## src/rtl/periph_bus_pkg.sv

```systemverilog
// periph_bus_pkg: shared types and address map for the peripheral bus arbiter.
//   owner_e : which master, if any, currently holds the bus lock
//   mid_t   : master id (0 = CPU data port, 1 = auxiliary master)
//   ADDR_*  : peripheral register byte addresses
package periph_bus_pkg;

  typedef enum logic [1:0] {
    NONE = 2'd0,
    M0   = 2'd1,
    M1   = 2'd2
  } owner_e;

  typedef logic mid_t;

  localparam logic [31:0] ADDR_TH       = 32'h4000_0000;
  localparam logic [31:0] ADDR_TL       = ADDR_TH + 32'h04;
  localparam logic [31:0] ADDR_TCON     = ADDR_TH + 32'h08;
  localparam logic [31:0] ADDR_LED      = ADDR_TH + 32'h0C;
  localparam logic [31:0] ADDR_SWITCH   = ADDR_TH + 32'h10;
  localparam logic [31:0] ADDR_DIGI     = ADDR_TH + 32'h14;
  localparam logic [31:0] ADDR_UART_TXD = ADDR_TH + 32'h18;
  localparam logic [31:0] ADDR_UART_RXD = ADDR_TH + 32'h1C;
  localparam logic [31:0] ADDR_UART_CON = ADDR_TH + 32'h20;

endpackage

```

## src/rtl/periph_bus_arbiter_arb.sv

```systemverilog
// arb2_rr_lock: two-master round-robin arbiter with a bounded bus lock.
//   clk_i, reset_i : clock, synchronous active-high reset
//   req_i[1:0]     : per-master request (bit = master id)
//   lock_i[1:0]    : per-master "keep ownership after this transfer"
//   gnt_o[1:0]     : combinational grant; accept = req & gnt at the edge
module arb2_rr_lock
  import periph_bus_pkg::*;
#(
  parameter int MAX_LOCK = 8
) (
  input  logic       clk_i,
  input  logic       reset_i,
  input  logic [1:0] req_i,
  input  logic [1:0] lock_i,
  output logic [1:0] gnt_o
);

  localparam int CW = $clog2(MAX_LOCK + 1);

  owner_e        owner_q, owner_d;
  mid_t          last_q, last_d;
  logic [CW-1:0] cnt_q, cnt_d;

  mid_t own_id;
  logic owned;
  logic acc;
  mid_t win;

  // An owner that drops req gives up the lock in that same cycle, so the
  // lock is only effective while the owner is actually requesting.
  always_comb begin
    own_id = (owner_q == M1);
    owned  = (owner_q != NONE) && req_i[own_id];
    gnt_o  = '0;
    if (!reset_i) begin
      if (owned)               gnt_o[own_id]  = 1'b1;
      else if (req_i == 2'b11) gnt_o[~last_q] = 1'b1;
      else                     gnt_o          = req_i;
    end
    acc = |(req_i & gnt_o);
    win = gnt_o[1];
  end

  always_comb begin
    last_d  = last_q;
    owner_d = owner_q;
    cnt_d   = cnt_q;
    if ((owner_q != NONE) && !owned) begin
      owner_d = NONE;
      cnt_d   = '0;
    end
    if (acc) begin
      last_d = win;
      if (owned) begin
        // The grant that brings the count to MAX_LOCK is the last locked one;
        // last_d = owner then hands the next contended cycle to the other side.
        if (!lock_i[win] || (cnt_q == CW'(MAX_LOCK - 1))) begin
          owner_d = NONE;
          cnt_d   = '0;
        end else begin
          cnt_d = cnt_q + 1'b1;
        end
      end else if (lock_i[win]) begin
        owner_d = win ? M1 : M0;
        cnt_d   = CW'(1);
      end
    end
  end

  always_ff @(posedge clk_i) begin
    if (reset_i) begin
      last_q  <= 1'b1;
      owner_q <= NONE;
      cnt_q   <= '0;
    end else begin
      last_q  <= last_d;
      owner_q <= owner_d;
      cnt_q   <= cnt_d;
    end
  end

endmodule

```

## src/rtl/periph_bus_arbiter.sv

```systemverilog
// periph_bus_arbiter: two-master front end for the 0x4000_0000 peripheral bus.
//   clk_i, reset_i              : clock, synchronous active-high reset
//   mN_req_i/wr_i/addr_i/wdata_i/lock_i : master N command
//   mN_gnt_o                    : combinational grant
//   mN_rvalid_o, mN_rdata_o     : one-cycle read response to the issuing master
//   rd_o, wr_o, addr_o, wdata_o : registered peripheral command (one cycle)
//   rdata_i                     : peripheral read data, combinational from rd/addr
// Pipeline: accept at edge k -> bus cycle k+1 -> response cycle k+2.
module periph_bus_arbiter
  import periph_bus_pkg::*;
#(
  parameter int AW       = 32,
  parameter int DW       = 32,
  parameter int MAX_LOCK = 8
) (
  input  logic          clk_i,
  input  logic          reset_i,
  input  logic          m0_req_i,
  input  logic          m0_wr_i,
  input  logic [AW-1:0] m0_addr_i,
  input  logic [DW-1:0] m0_wdata_i,
  input  logic          m0_lock_i,
  output logic          m0_gnt_o,
  output logic          m0_rvalid_o,
  output logic [DW-1:0] m0_rdata_o,
  input  logic          m1_req_i,
  input  logic          m1_wr_i,
  input  logic [AW-1:0] m1_addr_i,
  input  logic [DW-1:0] m1_wdata_i,
  input  logic          m1_lock_i,
  output logic          m1_gnt_o,
  output logic          m1_rvalid_o,
  output logic [DW-1:0] m1_rdata_o,
  output logic          rd_o,
  output logic          wr_o,
  output logic [AW-1:0] addr_o,
  output logic [DW-1:0] wdata_o,
  input  logic [DW-1:0] rdata_i
);

  logic [1:0] req, gnt;
  logic       acc;
  mid_t       sel;

  arb2_rr_lock #(.MAX_LOCK(MAX_LOCK)) u_arb (
    .clk_i  (clk_i),
    .reset_i(reset_i),
    .req_i  (req),
    .lock_i ({m1_lock_i, m0_lock_i}),
    .gnt_o  (gnt)
  );

  assign req      = {m1_req_i, m0_req_i};
  assign m0_gnt_o = gnt[0];
  assign m1_gnt_o = gnt[1];
  assign acc      = |(req & gnt);
  assign sel      = gnt[1];

  logic          cmd_wr_d;
  logic [AW-1:0] addr_d;
  logic [DW-1:0] wdata_d;

  always_comb begin
    cmd_wr_d = sel ? m1_wr_i    : m0_wr_i;
    addr_d   = sel ? m1_addr_i  : m0_addr_i;
    wdata_d  = sel ? m1_wdata_i : m0_wdata_i;
  end

  // vld_pipe_q[1]: bus stage holds a command; vld_pipe_q[2]: read response.
  logic [2:1]    vld_pipe_q;
  logic          cmd_wr_q;
  mid_t          cmd_id_q, rsp_id_q;
  logic [AW-1:0] addr_q;
  logic [DW-1:0] wdata_q, rsp_data_q;

  always_ff @(posedge clk_i) begin
    if (reset_i) begin
      vld_pipe_q <= '0;
      cmd_wr_q   <= 1'b0;
      cmd_id_q   <= 1'b0;
      addr_q     <= '0;
      wdata_q    <= '0;
      rsp_id_q   <= 1'b0;
      rsp_data_q <= '0;
    end else begin
      vld_pipe_q[1] <= acc;
      vld_pipe_q[2] <= rd_o;
      // addr/wdata only move on an accept so the bus holds its last value.
      if (acc) begin
        cmd_wr_q <= cmd_wr_d;
        cmd_id_q <= sel;
        addr_q   <= addr_d;
        wdata_q  <= wdata_d;
      end
      if (rd_o) begin
        rsp_id_q   <= cmd_id_q;
        rsp_data_q <= rdata_i;
      end
    end
  end

  assign rd_o    = vld_pipe_q[1] & ~cmd_wr_q;
  assign wr_o    = vld_pipe_q[1] &  cmd_wr_q;
  assign addr_o  = addr_q;
  assign wdata_o = wdata_q;

  assign m0_rvalid_o = vld_pipe_q[2] & ~rsp_id_q;
  assign m1_rvalid_o = vld_pipe_q[2] &  rsp_id_q;
  assign m0_rdata_o  = rsp_data_q;
  assign m1_rdata_o  = rsp_data_q;

endmodule

```

## config.mk

```make
export PLATFORM = sky130hd
export DESIGN_NAME = periph_bus_arbiter
export DESIGN_NICKNAME = d
export VERILOG_FILES = /design/src/rtl/periph_bus_pkg.sv /design/src/rtl/periph_bus_arbiter_arb.sv /design/src/rtl/periph_bus_arbiter.sv
export SDC_FILE = /design/constraint.sdc
export NUM_CORES = 1
export LEC_CHECK = 0
export CAP_MARGIN = 30
export CORE_ASPECT_RATIO = 1.25
export CORE_MARGIN = 10
export CORE_UTILIZATION = 40
export DETAILED_ROUTE_END_ITERATION = 6
export GPL_TIMING_DRIVEN = 0
export PLACE_DENSITY = 0.91
export RECOVER_POWER = 100
export SLEW_MARGIN = 20
export SYNTH_ARGS = -nofsm -noshare
export SYNTH_HDL_FRONTEND = slang
export SYNTH_SLANG_ARGS = --single-unit
export TNS_END_PERCENT = 100
```

## constraint.sdc

```tcl
create_clock -name clk_i -period 5.1 [get_ports clk_i]
set_clock_uncertainty 0.15 [all_clocks]
set_input_delay 0.51 -clock clk_i [delete_from_list [all_inputs] [get_ports clk_i]]
set_output_delay 0.51 -clock clk_i [all_outputs]
set_load 0.1 [all_outputs]
```

==> reports/summary.md, run 1 <==
The layout has 877 filler cells. After synthesis, the largest family of logic cells by area is simple AND/OR/NAND/NOR gates. The core region is 11600 um^2.

The tools report the total of endpoints with negative setup slack in the final report as 0. The HPWL after detailed placement is 15.9 mm. The die covers 16600 um^2. Dividing the detail-routed via count by the number of cells gives 5.16.

Distinct cell type count after synthesis: 33. Setup repair after global routing left no endpoint under its margin. The I/O pin total is 302. The actual slew at the worst max-slew pin was 1.04 ns. The startpoint identified for the worst hold timing path is cmd_id_q.

The DRC marker count from the first detailed-route iteration was 283; the adder-cell area share of the yosys netlist was 0.00265. For this design the static power due to leakage is 3.56 nW. The repair_antennas step left the layout with diodes totalling 0. Counting instances, the worst hold path has a depth of 2.

Counting every net in the synthesized netlist gives 775. Timing would allow up to 0.241 GHz. The via count of the first global-routing pass is 5494.

For the sequential area share after synthesis, the log shows 0.458. The clock sink count is 108. In the layout the commonest cells are 202 x sky130_fd_sc_hd__nand2_1, 165 x sky130_fd_sc_hd__clkdlybuf4s50_1, 135 x sky130_fd_sc_hd__dlygate4sd3_1, 108 x sky130_fd_sc_hd__dfxtp_1, 72 x sky130_fd_sc_hd__nor2_1. Multi-input logic area: 2060 um^2. The CTS H-tree depth was 3. The remaining design rule violation count was 0; the number of pins with negative max-slew slack in the final report was 0. The logs give 2.53 ns for the slack of the worst reg-to-reg path and 4720 um^2 for the post-synth design cell area. After routing, the total negative slack on setup checks comes to 0 ns.

The run gives 1089 as the total number of nets in the final design. In this run the critical register-to-register path is captured at addr_o[12]. Data on the critical path is required at its endpoint by 4.44 ns. The logs give 606 for the gate count of the mapped netlist and 0.000205 V for the peak supply drop. The number of port buffers is 300, and the synthesis-stage register bit count is 108.

The filler-free cell count of the finished design was 1063; the shortest period the worst path allows was 4.15 ns. The worst-case headroom to the max-slew limit came out at 0.304. The number of warnings reported in the yosys synthesis log was 0. The overall track demand over capacity in global routing is 0.222. In this run the mean area of a mapped cell was 7.79 um^2.

Top-area cell type share of the netlist area: 0.458. The worst setup path is launched from a primary input. Wires add up to 19.4 mm. The clock slew seen by the registers of the worst setup and hold paths is 0.07 ns.

In this run, placement finished with an instance count of 1047. Measured along the y axis, the die boundary spans 141 um. The congestion estimate from routability-driven global placement came to 0.848. The first global-routing pass estimated 29.0 mm of wire.

Mux contribution to synthesized area: 0. The run finished with clean final reports. The run gives 19 as the maximum number of pins on one net before global-route repair.

The xor and xnor fraction of the mapped netlist area was 0; the data arrival time of the worst path was 3.49 ns. At the placement stage, the worst setup path has a slack of 1.43 ns. The startpoint identified for the worst register-to-register timing path is u_arb.owner_q[1]. Clock tree synthesis inserted a total of 9 buffers. The final antenna-violating net count was 0; the share of the synthesized area in compound gates (AO/OA/AOI/OAI) was 0.184.

The number of rows in the core area is 44. Before antenna repair, the detailed router went through 5 iterations. The later pin in the worst-skew pair is clocked with a latency of 0.33 ns. By area the synthesized netlist is led by sky130_fd_sc_hd__dfxtp_1 46%, sky130_fd_sc_hd__nand2_1 16%, sky130_fd_sc_hd__a311oi_1 12%. The count of cells resized by post-cts repair was 0; the leftover overflow at the end of global routing was 0. The synthesized design spends more area on one cell type than any other, namely sky130_fd_sc_hd__dfxtp_1. The path with the worst hold slack has its endpoint at cmd_id_q. Setup slack closes at 0.946 ns. The worst register-to-register path has a depth of 7.

The share of layout cells above drive strength 1 is 0.0757, and the areal power density over the cells is 323 nW/um^2. Path type of the worst min-delay path: register to register. In the final layout, flip-flops and latches occupy 2160 um^2. The final count of hold timing violations came out at 0. The post-synthesis simple-gate area fraction works out to 0.250. The critical path is of the primary input to output port type. The tools report the endpoint class of the critical path as an output port. Once the clock tree was built, the setup fixing pass inserted 0 buffers.

Of all nets on the critical path, the largest fanout is 10. The maximum clock path buffer count was 2; the signed area change from the synthesized netlist to the final layout was 74.7%. In this run the clock root is driven by a sky130_fd_sc_hd__clkbuf_16.

After clock tree synthesis, the flow added hold-fix buffers numbering 0. The die is 117 um wide. TritonCTS built the clock tree. Max-cap violations in this run came to 0. The number of vias in the routed layout is 5483, and the post-detailed-route wirelength per cell is 18.3 um. The starting density of the core was 0.408.

Leaving out fill and tap cells, the most frequent cell in the layout is sky130_fd_sc_hd__nand2_1. Post-route fraction of the period consumed by the critical path: 0.814. Number of antenna violations at the first check in global routing: 0.
## critical path, cell delays in order
cell and delay [ns]:
sky130_fd_sc_hd__dlygate4sd3_1 0.61, sky130_fd_sc_hd__nand3b_1 0.17, sky130_fd_sc_hd__nand3_1 0.21, sky130_fd_sc_hd__inv_1 0.22, sky130_fd_sc_hd__clkbuf_1 0.46, sky130_fd_sc_hd__dlygate4sd3_1 1.31
## state kept, by name (all words and copies together) (netlist names)
name,flops
wdata_o,32
rsp_id_q,1
cmd_id_q,1
u_arb.last_q,1
cmd_wr_q,1
u_arb.cnt_q,4
vld_pipe_q,2
m0_rdata_o,32
u_arb.owner_q,2
addr_o,32
## kinds of logic (layout without fill, tap and decap cells)
| logic type | after synthesis | in the layout |
|---|---|---|
| fa+ha+maj | 1 | 1 |
| simple gates | 296 | 296 |
| flops | 108 | 108 |
| buf+inv | 84 | 403 |
| compound gates | 117 | 117 |
## area by class of cell
cell class | count | area share
clock buffer | 9 | 0.0273
inverter | 5 | 0.00228
sequential | 108 | 0.262
tap | 138 | 0.0209
clock inverter | 7 | 0.00880
multi-input combinational | 414 | 0.250
buffer | 79 | 0.0545
timing repair buffer | 303 | 0.374
## how the worst max path moves through the flow
stage	from	slack [ns]	to	cells after the start
after floorplan	reset_i	2.12	u_arb.last_q	5
final	m0_req_i	0.95	m1_gnt_o	6
after CTS	m1_req_i	1.43	m1_gnt_o	6
after detailed placement	m1_req_i	1.43	m1_gnt_o	6
after global placement	m1_req_i	1.44	m1_gnt_o	6
after global routing	m0_req_i	0.73	m1_gnt_o	6
## synth_stat cells
cell	number
sky130_fd_sc_hd__nand3b_1	2
sky130_fd_sc_hd__nor2b_1	4
sky130_fd_sc_hd__a311oi_1	65
sky130_fd_sc_hd__nand3_2	1
sky130_fd_sc_hd__o21ai_0	2
sky130_fd_sc_hd__a21o_1	1
sky130_fd_sc_hd__o21bai_1	1
sky130_fd_sc_hd__clkinv_1	1
sky130_fd_sc_hd__dfxtp_1	108
sky130_fd_sc_hd__inv_2	2
sky130_fd_sc_hd__or3_1	1
sky130_fd_sc_hd__a31o_1	1
sky130_fd_sc_hd__buf_4	35
sky130_fd_sc_hd__inv_1	2
sky130_fd_sc_hd__buf_6	3
sky130_fd_sc_hd__a2111oi_2	1
sky130_fd_sc_hd__nand2_1	202
sky130_fd_sc_hd__nor2_1	72
sky130_fd_sc_hd__and2_1	4
sky130_fd_sc_hd__nand4_1	2
sky130_fd_sc_hd__and4_1	1
sky130_fd_sc_hd__nand2b_1	3
sky130_fd_sc_hd__nor2b_4	1
sky130_fd_sc_hd__a32o_1	2
sky130_fd_sc_hd__buf_2	20
sky130_fd_sc_hd__o31a_1	1
sky130_fd_sc_hd__a21oi_1	41
sky130_fd_sc_hd__ha_1	1
sky130_fd_sc_hd__clkbuf_1	21
sky130_fd_sc_hd__or2_1	1
sky130_fd_sc_hd__a211oi_1	1
sky130_fd_sc_hd__o211a_1	1
sky130_fd_sc_hd__nand3_1	2
## report_power, final
| part | switching, mW | total [mW] | internal, mW | leakage (nW) |
|---|---|---|---|---|
| sequential | 0.0340 | 0.937 | 0.903 | 0.891 |
| combinational | 0.723 | 1.02 | 0.293 | 2.52 |
| clock | 0.324 | 0.707 | 0.383 | 0.142 |
| total | 1.08 | 2.66 | 1.58 | 3.56 |
## stage by stage
| stage | total power, mW | hold WS, ns | instance area (um^2) | utilization |
|---|---|---|---|---|
| 5_1_grt | 2.76 | 0.339 | 8240 | 0.713 |
| 2_1_floorplan | 1.66 | 0.282 | 4720 | - |
| 6_report | 2.66 | 0.312 | 8240 | 0.713 |
| 4_1_cts | 2.71 | 0.309 | 8270 | 0.716 |
| 3_5_place_dp | 2.01 | 0.298 | 7980 | 0.690 |
| 3_3_place_gp | 1.99 | 0.292 | 7890 | 0.683 |
## metal layers
metal  vias up  share of wire  GRT usage
met4         0          0.029     0.0808
met2       272           0.50      0.401
li1       2659              -          -
met5         -              0          0
met3        34           0.11     0.0844
met1      2518           0.36      0.224
No activity file was read; power rests on OpenSTA's default activity.
==> inputs of run 2 (changes only) <==
--- a/config.mk
+++ b/config.mk
@@ -8,10 +8,10 @@
 export CAP_MARGIN = 30
 export CORE_ASPECT_RATIO = 1.25
 export CORE_MARGIN = 10
-export CORE_UTILIZATION = 40
+export CORE_UTILIZATION = 37
 export DETAILED_ROUTE_END_ITERATION = 6
 export GPL_TIMING_DRIVEN = 0
-export PLACE_DENSITY = 0.91
+export PLACE_DENSITY = 0.85
 export RECOVER_POWER = 100
 export SLEW_MARGIN = 20
 export SYNTH_ARGS = -nofsm -noshare
==> constraint.sdc (replaced) <==
create_clock -name clk_i -period 3.9 [get_ports clk_i]
set_clock_uncertainty 0.15 [all_clocks]
set_input_delay 0.39 -clock clk_i [delete_from_list [all_inputs] [get_ports clk_i]]
set_output_delay 0.39 -clock clk_i [all_outputs]
set_load 0.1 [all_outputs]
==> run 2 against run 1 <==
Against the previous run: combinational power increased by 30%; flip-flop and latch count unchanged; count of clock-buffer cells in the layout increased by 2; total power increased by 28%; via count decreased by 3.1%; register-to-register slack got worse by 1.1 ns; sequential share of layout area about the same; hold slack improved by 0.0041 ns; global-route usage decreased by 1.4 points; critical path depth unchanged; worst setup slack got worse by 0.61 ns; critical path type unchanged.
==> reports/summary.md, run 2 (synthesis gave the netlist of run 1 again) <==
The tools report the count of cells resized by post-cts repair as 0 (unchanged). TritonCTS built the clock tree. The post-detailed-route wirelength per cell was 17.4 um (-4.5%).

The number of port buffers is 300 (unchanged). In the layout the commonest cells are 202 x sky130_fd_sc_hd__nand2_1, 166 x sky130_fd_sc_hd__clkdlybuf4s50_1, 134 x sky130_fd_sc_hd__dlygate4sd3_1, 108 x sky130_fd_sc_hd__dfxtp_1, 72 x sky130_fd_sc_hd__nor2_1. The setup TNS came out at 0 ns (unchanged). The final antenna-violating net count was 0 (unchanged); the area enclosed by the die boundary was 17700 um^2 (+6.8%). The largest individual stage delay along the critical path comes from the cell sky130_fd_sc_hd__clkdlybuf4s50_1.

The logs give 1076 (+2.8%) for the number of cells in the design after placement and 7990 um^2 (+0.13%) for the standard cell area after detailed placement. met2 is the most crowded layer. The run gives 2160 um^2 (unchanged) as the area occupied by registers. The clock tree root buffer cell is sky130_fd_sc_hd__clkbuf_16. The logs give 0 (unchanged) for the total of endpoints with negative setup slack in the final report and 8250 um^2 (about the same) for the final instance area.

The critical path in this run is classified as primary input to output port. The CTS H-tree depth is 3 (unchanged). The overall track demand over capacity in global routing was 0.208 (-0.0144). The placer congestion estimate is 0.894 (+5.3%).

Signed area change from the synthesized netlist to the final layout: 74.8% (about the same). The total core area was 12600 um^2 (+9.0%); the global routing met2 resource utilization was 0.378 (-0.0222). The tools report the fraction of the core area covered by cells at the end of the flow as 0.654 (-0.0588). Count of antenna diodes in the layout: 0 (unchanged). The starting density of the core came out at 0.374 (-0.0338). The slack of the worst reg-to-reg path came out at 1.44 ns (-1.09 ns). The final wirelength was 19.0 mm (-1.9%). For the count of fill cells added during filler insertion, the log shows 1049 (+20%).

The multi-input logic area was 2050 um^2 (-0.30%); the I/O pin total was 302 (unchanged). The hold buffer count at cts was 0 (unchanged). Setup repair after global routing left no endpoint under its margin. The tools report the endpoint class of the critical path as an output port.

The total iterations of the first detailed-routing run came out at 4 (-1). The logs give 0.34 ns (about the same) for the clock insertion delay at the later pin of the skew report and 46 (+4.5%) for the number of rows in the core area. The width of the die is 121 um (+3.3%), and the DRC marker count from the first detailed-route iteration is 199 (-30%). The post-detailed-route via-to-cell ratio was 4.86 (-5.8%); the data arrival time of the worst path was 3.02 ns (-0.47 ns).

The tools report the leftover overflow at the end of global routing as 0 (unchanged). The total buffers and inverters traversed by the critical path was 4 (unchanged). The clock slew seen by the registers of the worst setup and hold paths is 0.07 ns (about the same), and the final count of hold timing violations is 0 (unchanged). The total power consumption of the routed design was 3.40 mW (+28%); the total setup buffers inserted after CTS was 0 (unchanged).

The delay of the slowest cell on the worst path works out to 1.20 ns (-0.11 ns). For the clock buffer count from CTS, the log shows 9 (unchanged). Walking the worst path, the cells encountered are dlygate4sd3_1 -> nand2_1 -> nand3_1 -> inv_2 -> buf_2 -> clkdlybuf4s50_1.

The number of max-cap violations is 0 (unchanged), and the total number of nets in the final design is 1089 (unchanged). Leaving out fill and tap cells, the most frequent cell in the layout is sky130_fd_sc_hd__nand2_1. The number of vias in the routed layout is 5313 (-3.1%). The tools report the routing usage on met3 as 0.0899 (+0.00550). Height of the die: 146 um (+3.4%). The run finished with clean final reports. The peak supply drop is 0.000211 V (+2.8%), and the shortest period the worst path allows is 3.56 ns. The areal power density over the cells is 412 nW/um^2 (+28%), and the required time at the worst-slack endpoint is 3.36 ns (-1.08 ns). The tools report the met1 layer usage reported by global route as 0.202 (-0.0212). The number of pins with negative max-slew slack in the final report is 0 (unchanged). For the global-route wire length before repair, the log shows 29.1 mm (+0.50%). The maximum clock path buffer count is 2 (unchanged). The remaining design rule violation count was 0 (unchanged); the filler-free cell count of the finished design was 1093 (+2.8%). The kind of cell with the highest combined delay along the critical path is buffers and inverters.

Derived from the worst setup path, the maximum achievable clock frequency is 0.281 GHz. Maximum number of pins on one net before global-route repair: 18 (-1). The tools report the worst setup path startpoint as m0_req_i. The largest fanout of any net on the critical path works out to 10 (unchanged). The via count of the first global-routing pass is 5417 (-1.4%). Origin of the critical flop-to-flop path: u_arb.owner_q[1]. The worst-case headroom to the max-slew limit is 0.292 (-0.0113), and the post-route fraction of the period consumed by the critical path is 0.913. Share of layout cells above drive strength 1: 0.0757 (unchanged).

In this run the worst hold path is classified as register to register. The actual slew at the worst max-slew pin came out at 1.06 ns (+0.0169 ns). The clock sink count was 108 (unchanged); the leakage dissipation was 3.54 nW (-0.56%).

The number of antenna violations at the first check in global routing was 0 (unchanged). The launch point of the worst hold path was m0_rdata_o[21]. The worst setup path is launched from a primary input. The detailed placement HPWL was 15.6 mm (-1.5%).
## run 2: cell types whose count changed in the layout (fill, tap and decap cells not counted)
cell	previous run	this run
sky130_fd_sc_hd__a2111oi_2	1	0
sky130_fd_sc_hd__or2_1	1	0
sky130_fd_sc_hd__clkinvlp_4	2	4
sky130_fd_sc_hd__inv_6	2	0
sky130_fd_sc_hd__clkbuf_1	31	30
sky130_fd_sc_hd__clkdlybuf4s50_1	165	166
sky130_fd_sc_hd__clkinv_2	2	0
sky130_fd_sc_hd__clkinv_4	0	1
sky130_fd_sc_hd__buf_6	2	1
sky130_fd_sc_hd__a2111oi_0	0	1
sky130_fd_sc_hd__or2_0	0	1
sky130_fd_sc_hd__buf_2	14	18
sky130_fd_sc_hd__dlygate4sd3_1	135	134
sky130_fd_sc_hd__bufinv_16	1	0
## run 2: worst paths after layout
path                                       end  depth (start not counted)
worst max register to register      addr_o[27]                          7
worst min register to register  m0_rdata_o[21]                          2
worst max-delay path                  m1_gnt_o                          6
worst min-delay path            m0_rdata_o[21]                          2
## run 2: area by class of cell
type	count	share of cell area
Buffer	79	0.0542
Clock inverter	5	0.00470
Timing Repair Buffer	303	0.374
Clock buffer	11	0.0282
Sequential cell	108	0.262
Multi-Input combinational cell	414	0.249
Tap cell	168	0.0255
Inverter	5	0.00228
## run 2: stage by stage
| stage | setup WS, ns | hold slack (ns) |
|---|---|---|
| 2_1_floorplan | 1.04 | 0.282 |
| 3_3_place_gp | 0.463 | 0.295 |
| 3_5_place_dp | 0.473 | 0.310 |
| 4_1_cts | 0.473 | 0.319 |
| 5_1_grt | 0.201 | 0.340 |
| 6_report | 0.338 | 0.316 |
## run 2: power by group
part	internal, mW	total, mW	switching, mW
registers	1.18	1.22	0.0430
clock network	0.435	0.849	0.413
logic	0.383	1.33	0.944
## run 2: routing by layer
metal	wire [um]	up-vias
met2	9830	225
li1	-	2663
met5	0	-
met1	6590	2400
met3	2160	25
met4	464	0
## run 2: worst min-delay path, cell delays in order, from the launching register on
cell and delay [ns]:
sky130_fd_sc_hd__dfxtp_1 0.32, sky130_fd_sc_hd__nand2_1 0.05, sky130_fd_sc_hd__a21oi_1 0.05
